**config.mk**
```make
export PLATFORM = sky130hd
export DESIGN_NAME = sprite_compositor
export DESIGN_NICKNAME = d
export VERILOG_FILES = /design/src/rtl/sprite_pkg.sv /design/src/rtl/sprite_compositor_rom.sv /design/src/rtl/sprite_compositor.sv
export SDC_FILE = /design/constraint.sdc
export NUM_CORES = 1
export LEC_CHECK = 0
export CORE_MARGIN = 2
export CORE_UTILIZATION = 51
export DETAILED_ROUTE_END_ITERATION = 12
export PLACE_DENSITY = 0.77
export SLEW_MARGIN = 10
export SYNTH_ARGS = -nofsm -noshare
export SYNTH_HDL_FRONTEND = slang
export SYNTH_SLANG_ARGS = --single-unit
```
**constraint.sdc**
```tcl
create_clock -name clk -period 2.65 [get_ports clk]
set_input_delay 0.53 -clock clk [delete_from_list [all_inputs] [get_ports clk]]
set_output_delay 0.53 -clock clk [all_outputs]
set_load 0.005 [all_outputs]
```
**src/rtl/sprite_pkg.sv**
```systemverilog
// Shared types and constants for the sprite compositor pipeline.
package sprite_pkg;

  localparam int unsigned COORD_W   = 11;
  localparam int unsigned DELTA_W   = 12;
  localparam int unsigned SPR_DIM   = 16;
  localparam int unsigned TEX_W     = 4;
  localparam int unsigned H_VISIBLE = 640;
  localparam int unsigned V_VISIBLE = 480;

  typedef logic [11:0] rgb444_t;

  localparam rgb444_t BACKGROUND_DEFAULT = 12'h002;

  typedef enum logic [1:0] {
    DIR_UP    = 2'd0,
    DIR_DOWN  = 2'd1,
    DIR_LEFT  = 2'd2,
    DIR_RIGHT = 2'd3
  } dir_e;

endpackage

```
**src/rtl/sprite_compositor_rom.sv**
```systemverilog
// Per-channel sprite texel store, 1-cycle registered read.
// Texels are generated from the address; column 15 of every sprite is transparent.
module sprite_rom
  import sprite_pkg::*;
#(
  parameter int unsigned KIND_BITS  = 2,
  parameter int unsigned FRAME_BITS = 2,
  localparam int unsigned ADDR_W    = KIND_BITS + FRAME_BITS + 2 * TEX_W
) (
  input  logic              clk,
  input  logic [ADDR_W-1:0] addr,
  output rgb444_t           rgb
);

  logic [KIND_BITS-1:0]  kind_c;
  logic [FRAME_BITS-1:0] frame_c;
  logic [TEX_W-1:0]      row_c;
  logic [TEX_W-1:0]      col_c;
  rgb444_t               texel_c;

  always_comb begin
    kind_c  = addr[ADDR_W-1 -: KIND_BITS];
    frame_c = addr[2*TEX_W +: FRAME_BITS];
    row_c   = addr[TEX_W +: TEX_W];
    col_c   = addr[0 +: TEX_W];
    texel_c = '0;
    if (col_c != TEX_W'(SPR_DIM - 1))
      texel_c = {1'b1, 3'(frame_c) ^ 3'(kind_c), row_c, col_c};
  end

  always_ff @(posedge clk) begin
    rgb <= texel_c;
  end

endmodule

```
**src/rtl/sprite_compositor.sv**
```systemverilog
// Three-stage sprite compositor: bounds/rotate, ROM read, priority select.
// Sprite attributes are shadowed on frame_tick so a frame never tears.
module sprite_compositor
  import sprite_pkg::*;
#(
  parameter int unsigned NUM_SPR    = 4,
  parameter int unsigned SCALE_LOG2 = 1,
  parameter int unsigned KIND_BITS  = 2,
  parameter int unsigned NUM_FRAMES = 3,
  parameter int unsigned ANIM_DIV   = 4,
  parameter rgb444_t     BACKGROUND = BACKGROUND_DEFAULT,
  localparam int unsigned SPR_IDX_W = $clog2(NUM_SPR) + 1
) (
  input  logic                           clk,
  input  logic                           reset,
  input  logic                           frame_tick,
  input  logic signed [COORD_W-1:0]      x_vga,
  input  logic signed [COORD_W-1:0]      y_vga,
  input  logic                           pix_in_valid,
  input  logic [NUM_SPR-1:0]             spr_en,
  input  logic [COORD_W*NUM_SPR-1:0]     spr_x,
  input  logic [COORD_W*NUM_SPR-1:0]     spr_y,
  input  logic [2*NUM_SPR-1:0]           spr_dir,
  input  logic [KIND_BITS*NUM_SPR-1:0]   spr_kind,
  output rgb444_t                        pix_color,
  output logic                           pix_valid,
  output logic [SPR_IDX_W-1:0]           pix_sprite,
  output logic                           collision
);

  localparam int unsigned FRAME_BITS = (NUM_FRAMES > 1) ? $clog2(NUM_FRAMES) : 1;
  localparam int unsigned DIV_BITS   = (ANIM_DIV > 1) ? $clog2(ANIM_DIV) : 1;
  localparam int unsigned ADDR_W     = KIND_BITS + FRAME_BITS + 2 * TEX_W;
  localparam int unsigned OFFSET     = (SPR_DIM / 2) << SCALE_LOG2;
  localparam int unsigned SPAN       = SPR_DIM << SCALE_LOG2;

  logic [NUM_SPR-1:0]    sh_en;
  logic [COORD_W-1:0]    sh_x    [NUM_SPR];
  logic [COORD_W-1:0]    sh_y    [NUM_SPR];
  logic [1:0]            sh_dir  [NUM_SPR];
  logic [KIND_BITS-1:0]  sh_kind [NUM_SPR];
  logic [DIV_BITS-1:0]   anim_div;
  logic [FRAME_BITS-1:0] anim_frame;

  // Attribute shadow: only frame_tick updates what the pipeline sees.
  always_ff @(posedge clk) begin
    if (reset) begin
      sh_en <= '0;
      for (int i = 0; i < int'(NUM_SPR); i++) begin
        sh_x[i]    <= '0;
        sh_y[i]    <= '0;
        sh_dir[i]  <= '0;
        sh_kind[i] <= '0;
      end
    end else if (frame_tick) begin
      sh_en <= spr_en;
      for (int i = 0; i < int'(NUM_SPR); i++) begin
        sh_x[i]    <= spr_x[COORD_W*i +: COORD_W];
        sh_y[i]    <= spr_y[COORD_W*i +: COORD_W];
        sh_dir[i]  <= spr_dir[2*i +: 2];
        sh_kind[i] <= spr_kind[KIND_BITS*i +: KIND_BITS];
      end
    end
  end

  always_ff @(posedge clk) begin
    if (reset) begin
      anim_div   <= '0;
      anim_frame <= '0;
    end else if (frame_tick) begin
      if (anim_div == DIV_BITS'(ANIM_DIV - 1)) begin
        anim_div   <= '0;
        anim_frame <= (anim_frame == FRAME_BITS'(NUM_FRAMES - 1)) ? '0 : anim_frame + 1'b1;
      end else begin
        anim_div <= anim_div + 1'b1;
      end
    end
  end

  // Stage 1: per-channel bounds test and direction-dependent texel addressing.
  logic [DELTA_W-1:0] dx_c   [NUM_SPR];
  logic [DELTA_W-1:0] dy_c   [NUM_SPR];
  logic [TEX_W-1:0]   u_c    [NUM_SPR];
  logic [TEX_W-1:0]   v_c    [NUM_SPR];
  logic [TEX_W-1:0]   row_c  [NUM_SPR];
  logic [TEX_W-1:0]   col_c  [NUM_SPR];
  logic [ADDR_W-1:0]  addr_c [NUM_SPR];
  logic [NUM_SPR-1:0] hit_c;
  logic               visible_c;

  always_comb begin
    hit_c     = '0;
    visible_c = (x_vga <= $signed(COORD_W'(H_VISIBLE - 1))) &&
                (y_vga <= $signed(COORD_W'(V_VISIBLE - 1)));
    for (int i = 0; i < int'(NUM_SPR); i++) begin
      dx_c[i] = {x_vga[COORD_W-1], x_vga} - {sh_x[i][COORD_W-1], sh_x[i]} + DELTA_W'(OFFSET);
      dy_c[i] = {y_vga[COORD_W-1], y_vga} - {sh_y[i][COORD_W-1], sh_y[i]} + DELTA_W'(OFFSET);
      u_c[i]  = TEX_W'(dx_c[i] >> SCALE_LOG2);
      v_c[i]  = TEX_W'(dy_c[i] >> SCALE_LOG2);
      hit_c[i] = sh_en[i] && !dx_c[i][DELTA_W-1] && !dy_c[i][DELTA_W-1] &&
                 (dx_c[i] < DELTA_W'(SPAN)) && (dy_c[i] < DELTA_W'(SPAN));
      row_c[i] = u_c[i];
      col_c[i] = v_c[i];
      case (dir_e'(sh_dir[i]))
        DIR_LEFT: row_c[i] = TEX_W'(SPR_DIM - 1) - u_c[i];
        DIR_DOWN: begin
          col_c[i] = u_c[i];
          row_c[i] = v_c[i];
        end
        DIR_UP: begin
          col_c[i] = u_c[i];
          row_c[i] = TEX_W'(SPR_DIM - 1) - v_c[i];
        end
        default: ;
      endcase
      addr_c[i] = {sh_kind[i], anim_frame, row_c[i], col_c[i]};
    end
  end

  logic               s1_valid, s1_visible, s2_valid, s2_visible;
  logic [NUM_SPR-1:0] s1_hit, s2_hit;
  logic [ADDR_W-1:0]  s1_addr [NUM_SPR];

  always_ff @(posedge clk) begin
    if (reset) begin
      s1_valid   <= 1'b0;
      s1_visible <= 1'b0;
      s1_hit     <= '0;
      s2_valid   <= 1'b0;
      s2_visible <= 1'b0;
      s2_hit     <= '0;
    end else begin
      s1_valid   <= pix_in_valid;
      s1_visible <= visible_c;
      s1_hit     <= hit_c;
      s2_valid   <= s1_valid;
      s2_visible <= s1_visible;
      s2_hit     <= s1_hit;
    end
    s1_addr <= addr_c;
  end

  // Stage 2: one texel ROM per channel.
  rgb444_t rom_rgb [NUM_SPR];

  for (genvar g = 0; g < int'(NUM_SPR); g++) begin : g_rom
    sprite_rom #(
      .KIND_BITS  (KIND_BITS),
      .FRAME_BITS (FRAME_BITS)
    ) u_rom (
      .clk  (clk),
      .addr (s1_addr[g]),
      .rgb  (rom_rgb[g])
    );
  end

  // Stage 3: lowest-index opaque channel wins.
  logic [NUM_SPR-1:0]   opaque_c;
  logic [SPR_IDX_W-1:0] win_c;
  rgb444_t              win_rgb_c;
  logic                 overlap_c;

  always_comb begin
    win_c     = '1;
    win_rgb_c = BACKGROUND;
    for (int i = 0; i < int'(NUM_SPR); i++)
      opaque_c[i] = s2_hit[i] && (rom_rgb[i] != '0);
    for (int i = int'(NUM_SPR) - 1; i >= 0; i--) begin
      if (opaque_c[i]) begin
        win_c     = SPR_IDX_W'(i);
        win_rgb_c = rom_rgb[i];
      end
    end
    overlap_c = s2_valid && s2_visible && opaque_c[0] && (|opaque_c[NUM_SPR-1:1]);
  end

  always_ff @(posedge clk) begin
    if (reset) begin
      pix_color  <= '0;
      pix_valid  <= 1'b0;
      pix_sprite <= '1;
    end else begin
      pix_valid  <= s2_valid;
      pix_sprite <= win_c;
      pix_color  <= (s2_valid && s2_visible) ? win_rgb_c : '0;
    end
  end

  // Player collision: a hit on the tick cycle still belongs to the closing frame.
  logic coll_accum;

  always_ff @(posedge clk) begin
    if (reset) begin
      coll_accum <= 1'b0;
      collision  <= 1'b0;
    end else if (frame_tick) begin
      collision  <= coll_accum | overlap_c;
      coll_accum <= 1'b0;
    end else if (overlap_c) begin
      coll_accum <= 1'b1;
    end
  end

endmodule
```
==> impl_metrics.csv, run 1 <==
group,metric,value,unit
drt,vias_per_cell,5.41,
setup_path,crit_chain,"clkdlybuf4s50_1 > buf_6 > buf_4 > ha_4 > fa_2 > a21o_1 > a31oi_4 > buf_4 > a31oi_2 > o311ai_1 > o2111a_1",
synthesis,synth_top_area_share,24.1,%
placement,io_buffer_count,149,
synthesis,syn-cell-area,0.0130,sq mm
finish,layout-drive-gt1-share,25.5,%
power,p_leak,7.87,nW
cts,clock_path_buffers,3,
drt,dr.pass1.iters,9,
placement,place_congestion,0.939,
power,total_power,12.1,mW
setup_path,slowest_delay,480,ps
die,die_w,163,microns
setup_path,arrival,3120,ps
setup_path,cp.required,3130,ps
sta,final-hold-violation-count,0,
grt,grt_pass1_vias,10800,
drt,wl,35.3,mm
grt,grt_usage,25.6,%
hold_path,holdCritPathClass,"flip-flop to flip-flop",
synthesis,synth_edf_count,104,
setup_path,worstSetupEndpointType,"flip-flop",
drt,drc,0,
placement,dpl.hpwl,26.4,mm
setup_path,cpMostUsedCell,"buf_4",
hold_path,hold_end,"s1_addr[46]",
die,die_area,0.0267,sq mm
synthesis,yosysUniqueCellTypes,71,
setup_path,crit_fanout,4,
setup_path,r2r_setup_slack,30,ps
drt,initialDrtViolationCount,744,
synthesis,synth_area_leader_cell,"edfxtp_1",
die,num_rows,58,
synthesis,synth.most_common_cell,"ha_1",
cts,insertion_delay,540,ps
cts,clkTransAtPathRegs,60,ps
sta,grt_setup_unrepaired,"yes",
setup_path,worst_setup_path_start_kind,"input port",
synthesis,ys_async_sr_fraction,0,%
setup_path,crit_type,"input port to flip-flop",
sta,hold_slack,342,ps
finish,fin_area,0.0183,sq mm
setup_path,r2r_start,"sh_y[2][1]",
synthesis,seq_area_frac_synth,43.1,%
cts,cts.sinks,227,
cts,cts_buffers,25,
finish,diodes,0,
grt,grt_max_degree,72,
synthesis,netlist_instances,1254,
die,fp.dieH,163,microns
drt,wire_per_inst,17.9,microns
synthesis,synthTopCellsByArea,"edfxtp_1, dfxtp_1, ha_1, and2_1, inv_1",
power,powerDensity,659,mW/mm^2
placement,post_dp_cell_area,0.0164,sq mm
setup_path,r2r.worst_path.cells,13,
finish,fillers,1737,
grt,grt-ovfl-total,0,
finish,multiInputGateArea,0.00770,sq mm
hold_path,hold_depth,0,
cts,cts_max_level,1,
finish,area_growth,41.4,%
synthesis,synth.net_count,1557,
synthesis,yosysWarnings,0,
grt,grt_pass1_wl,53.4,mm
drt,ant_nets,0,
cts,cts_tree,"done",
die,initial_utilization,51.7,%
sta,finalCriticalPeriod,2640,ps
drt,via_count,10700,
status,outcome,"finished, final reports clean",
cts,cts_root_buf,"clkbuf_16",
setup_path,slowest_stage,"clkdlybuf4s50_1",
sta,tightestPinTransition,686,ps
synthesis,synthTopCellsByCount,"ha_1, and2_1, inv_1",
sta,max_freq,379,MHz
flow_run,maxCapViolCount,0,
die,ios,151,
sta,finalSetupViolCount,0,
sta,slew_viol_final,0,
synthesis,ys_ff_latch,227,
setup_path,r2r_end,"s1_hit[2]",
finish,fin_nets,1929,
hold_path,hp-start,"sh_kind[0][0]",
synthesis,avgSynthCellArea,10.3,sq um
sta,final.setup_skew,17.6,ps
synthesis,ys.flop_type,"dfxtp_1",
sta,slew_headroom,54.2,%
die,core_area,0.0250,sq mm
cts,postCtsHoldBufs,0,
finish,final-seq-area,0.00559,sq mm
power,ir_worst_vdd,0.482,mV
sta,finalCritPeriodShare,99.5,%
grt,antenna_found_initial,0,
-- cells by family after synthesis --
family	count (synthesis)	synth area share (%)
AND/OR/NAND/NOR	374	16.3
adder cells (fa/ha/maj)	169	16.8
buffers and inverters	152	4.45
XOR/XNOR	52	3.52
flip-flops	227	43.1
multiplexers	32	2.55
other	1	0.0290
AO/OA/AOI/OAI	247	13.3
-- area by class of cell --
type | count | share of cell area [%]
Sequential cell | 227 | 30.5
Clock inverter | 12 | 0.512
Inverter | 126 | 2.61
Multi-Input combinational cell | 875 | 42.1
Timing Repair Buffer | 371 | 18.0
Tap cell | 330 | 2.25
Clock buffer | 34 | 4.09
-- cells in the final DEF (no fill, tap or decap), drive strengths merged, types with 24 or more instances in the layout --
cell,instances
a21oi,52
nand2,29
nor2,72
xor2,33
a211oi,31
mux2i,24
inv,131
dfxtp,123
clkdlybuf4s50,131
ha,161
and2,147
buf,222
clkbuf,35
edfxtp,104
o21ai,44
-- flip-flops by register name, summed over array words and instances (netlist names), 2 cells and up --
register         cells
anim_div             2
sh_dir               8
anim_frame           2
sh_kind              8
sh_x                44
s1_addr             42
sh_y                44
sh_en                4
pix_color           11
g_rom.u_rom.rgb     44
pix_sprite           3
s2_hit               4
s1_hit               4
-- metrics by stage --
step / setup slack (ps) / std cells / TNS (ps) / util [%]
floorplan: -43.9 / 1254 / -43.9 / -
global placement: -740 / 1911 / -4190 / 65.5
detailed placement: -884 / 1911 / -5380 / 65.5
CTS: -17.2 / 1965 / -34.1 / 70.3
global route: -114 / 1975 / -338 / 73.2
finish: 12.9 / 1975 / 0 / 73.2
-- worst max path at each step --
stage          cells past startpoint        from        end  slack (ps)
6_report                          11    x_vga[2]  s1_hit[2]          10
4_1_cts                           11    x_vga[2]  s1_hit[3]         -20
3_3_place_gp                      11   y_vga[10]  s1_hit[2]        -740
2_1_floorplan                     10   y_vga[10]  s1_hit[2]         -40
5_1_grt                           13  sh_y[2][1]  s1_hit[2]        -110
3_5_place_dp                      12    x_vga[1]  s1_hit[1]        -880
-- per-layer routing --
layer	share of wire, %	vias up	GRT usage (%)
met3	4.8	78	3.91
met2	49	315	45.7
met1	42	5051	31.5
li1	-	5231	-
met5	0	-	0
met4	3.6	0	8.73
-- power breakdown --
part	leakage [nW]	total, mW	switching [mW]	internal (mW)
sequential	2.14	4.61	0.332	4.28
combinational	5.30	3.98	1.87	2.10
clock	0.422	3.48	1.47	2.01
total	7.87	12.1	3.67	8.40
-- what timing repair did --
item                       in CTS  in global routing
setup buffers                   8                 10
setup endpoints to repair       4                  5
hold endpoints to repair        0                  0
resized for setup              79                105
pin swaps                      37                 61
-- worst max-delay path, delay by kind of cell --
family	cells	cell delay, ps
AOI/OAI and AO/OA	5	1080
adders and majority gates	2	600
buffers and inverters	4	910
Power figures use the tool's default switching activity.
==> run 2: changes to the inputs <==
--- a/config.mk
+++ b/config.mk
@@ -5,7 +5,6 @@
 export SDC_FILE = /design/constraint.sdc
 export NUM_CORES = 1
 export LEC_CHECK = 0
-export CORE_MARGIN = 2
 export CORE_UTILIZATION = 51
 export DETAILED_ROUTE_END_ITERATION = 12
 export PLACE_DENSITY = 0.77
==> impl_metrics.csv, run 2 (synthesized netlist as in run 1, its figures left out) <==
group,metric,value,unit
drt,dr.pass1.iters,5,
cts,clock_path_buffers,3,
die,num_rows,57,
setup_path,cpMostUsedCell,"ha_1",
sta,finalCritPeriodShare,103,%
sta,tightestPinTransition,664,ps
die,fp.dieH,161,microns
setup_path,crit_chain,"clkdlybuf4s50_1 > buf_6 > ha_1 > ha_1 > and3_1 > a221oi_2 > buf_4 > nor2_1 > o21ai_0 > nor4b_1 > nor4_2 > and4_1",
cts,cts_max_level,1,
finish,layout.cells.non_filler,1977,
drt,drc,0,
hold_path,hold_depth,0,
drt,ant_nets,0,
finish,fin_nets,1938,
sta,grt_setup_unrepaired,"yes",
status,outcome,"complete, but fails checks",
sta,hold_slack,342,ps
drt,routed-wl-met3,2.59,mm
cts,clkTransAtPathRegs,70,ps
power,total_power,12.1,mW
placement,place_congestion,0.932,
grt,grt_pass1_vias,10900,
setup_path,r2r_end,"s1_hit[2]",
cts,cts_tree,"done",
sta,finalSetupViolCount,2,
sta,slew_viol_final,0,
cts,cts_buffers,24,
sta,final.setup_skew,24.6,ps
placement,dpl.cell_count,1907,
sta,fin_tns_setup,-112,ps
flow_run,maxCapViolCount,0,
finish,reg_top3,"g_rom.u_rom.rgb x44, sh_x x44, sh_y x44",
die,ios,151,
setup_path,worst_setup_path_start_kind,"input port",
sta,max_freq,366,MHz
grt,antenna_found_initial,0,
finish,fin_area,0.0185,sq mm
finish,final_cell_mix,"buf_4, and2_1, clkdlybuf4s50_1, dfxtp_1, ha_1",
die,die_w,161,microns
power,p_leak,7.95,nW
hold_path,hp-start,"sh_kind[0][0]",
placement,dpl.hpwl,26.3,mm
sta,final-hold-violation-count,0,
setup_path,crit_type,"input port to flip-flop",
placement,post-place-ws,-841,ps
finish,diodes,0,
grt,grt_pass1_wl,54.0,mm
setup_path,r2r.worst_path.cells,12,
drt,wl_met1,14.3,mm
hold_path,hold_end,"s1_addr[46]",
sta,slew_headroom,55.6,%
grt,grt_max_degree,41,
sta,finalCriticalPeriod,2730,ps
placement,post_dp_cell_area,0.0164,sq mm
setup_path,slowest_delay,490,ps
finish,layout-drive-gt1-share,26.6,%
die,initial_utilization,52.6,%
die,die_area,0.0260,sq mm
drt,via_count,11000,
grt,grt-ovfl-total,0,
setup_path,r2r_start,"sh_y[2][1]",
finish,area_growth,42.7,%
cts,insertion_delay,540,ps
drt,wire_per_inst,18.8,microns
finish,final_util,75.1,%
placement,io_buffer_count,149,
drt,initialDrtViolationCount,968,
power,ir_worst_vdd,0.551,mV
setup_path,worstSetupEndpointType,"flip-flop",
cts,cts_root_buf,"clkbuf_16",
power,powerDensity,657,mW/mm^2
cts,cts.sinks,227,
setup_path,arrival,3170,ps
setup_path,cp.required,3090,ps
cts,postCtsHoldBufs,0,
status,violations,"negative setup slack",
setup_path,r2r_setup_slack,-30,ps
drt,wl_met2,17.9,mm
hold_path,holdCritPathClass,"flip-flop to flip-flop",
drt,top_layer,"met4",
setup_path,slowest_stage,"clkdlybuf4s50_1",
setup_path,crit_fanout,4,
drt,wl,37.2,mm
grt,grt_usage,26.5,%
drt,vias_per_cell,5.55,
sta,fin_ws,-79.8,ps
finish,final_common_cell,"buf_4",
die,core_area,0.0246,sq mm
run 2: worst max-delay path by stage:
stage / from / endpoint / slack (ps) / cells after the start
2_1_floorplan: y_vga[10] / s1_hit[2] / -40 / 10
3_3_place_gp: x_vga[1] / s1_hit[2] / -730 / 12
3_5_place_dp: x_vga[1] / s1_hit[2] / -840 / 12
4_1_cts: x_vga[5] / s1_hit[3] / 4 / 12
5_1_grt: sh_y[2][1] / s1_hit[2] / -170 / 12
6_report: x_vga[3] / s1_hit[3] / -80 / 12
run 2: area by class of cell:
class	instances	area, sq um
Sequential cell	227	5590
Clock buffer	34	716
Multi-Input combinational cell	875	7810
Tap cell	324	405
Timing Repair Buffer	381	3410
Fill cell	1533	6130
Clock inverter	10	73.8
Inverter	126	478
run 2: worst max-delay path, delay by kind of cell:
family	cells	cell delay, ps
AND/OR/NAND/NOR	5	1010
buffers and inverters	3	800
adder cells (fa/ha/maj)	2	640
AO/OA/AOI/OAI	2	190
run 2: timing repair:
item | in CTS | in global routing
pin swaps | 50 | 67
setup endpoints to repair | 4 | 4
cloned | 0 | 0
setup buffers | 15 | 11
hold endpoints to repair | 0 | 0
resized for setup | 80 | 128
run 2: report_power, final:
part / switching [mW] / leakage (nW) / internal (mW) / total, mW
Sequential: 0.325 / 2.14 / 4.28 / 4.60
Combinational: 1.99 / 5.41 / 2.20 / 4.19
Clock: 1.44 / 0.399 / 1.90 / 3.34
run 2: metal layers:
layer | global-route usage (%) | up-vias
met5 | 0 | -
met4 | 13.6 | 0
met3 | 5.70 | 142
met2 | 45.8 | 431
met1 | 30.9 | 5129
li1 | - | 5266
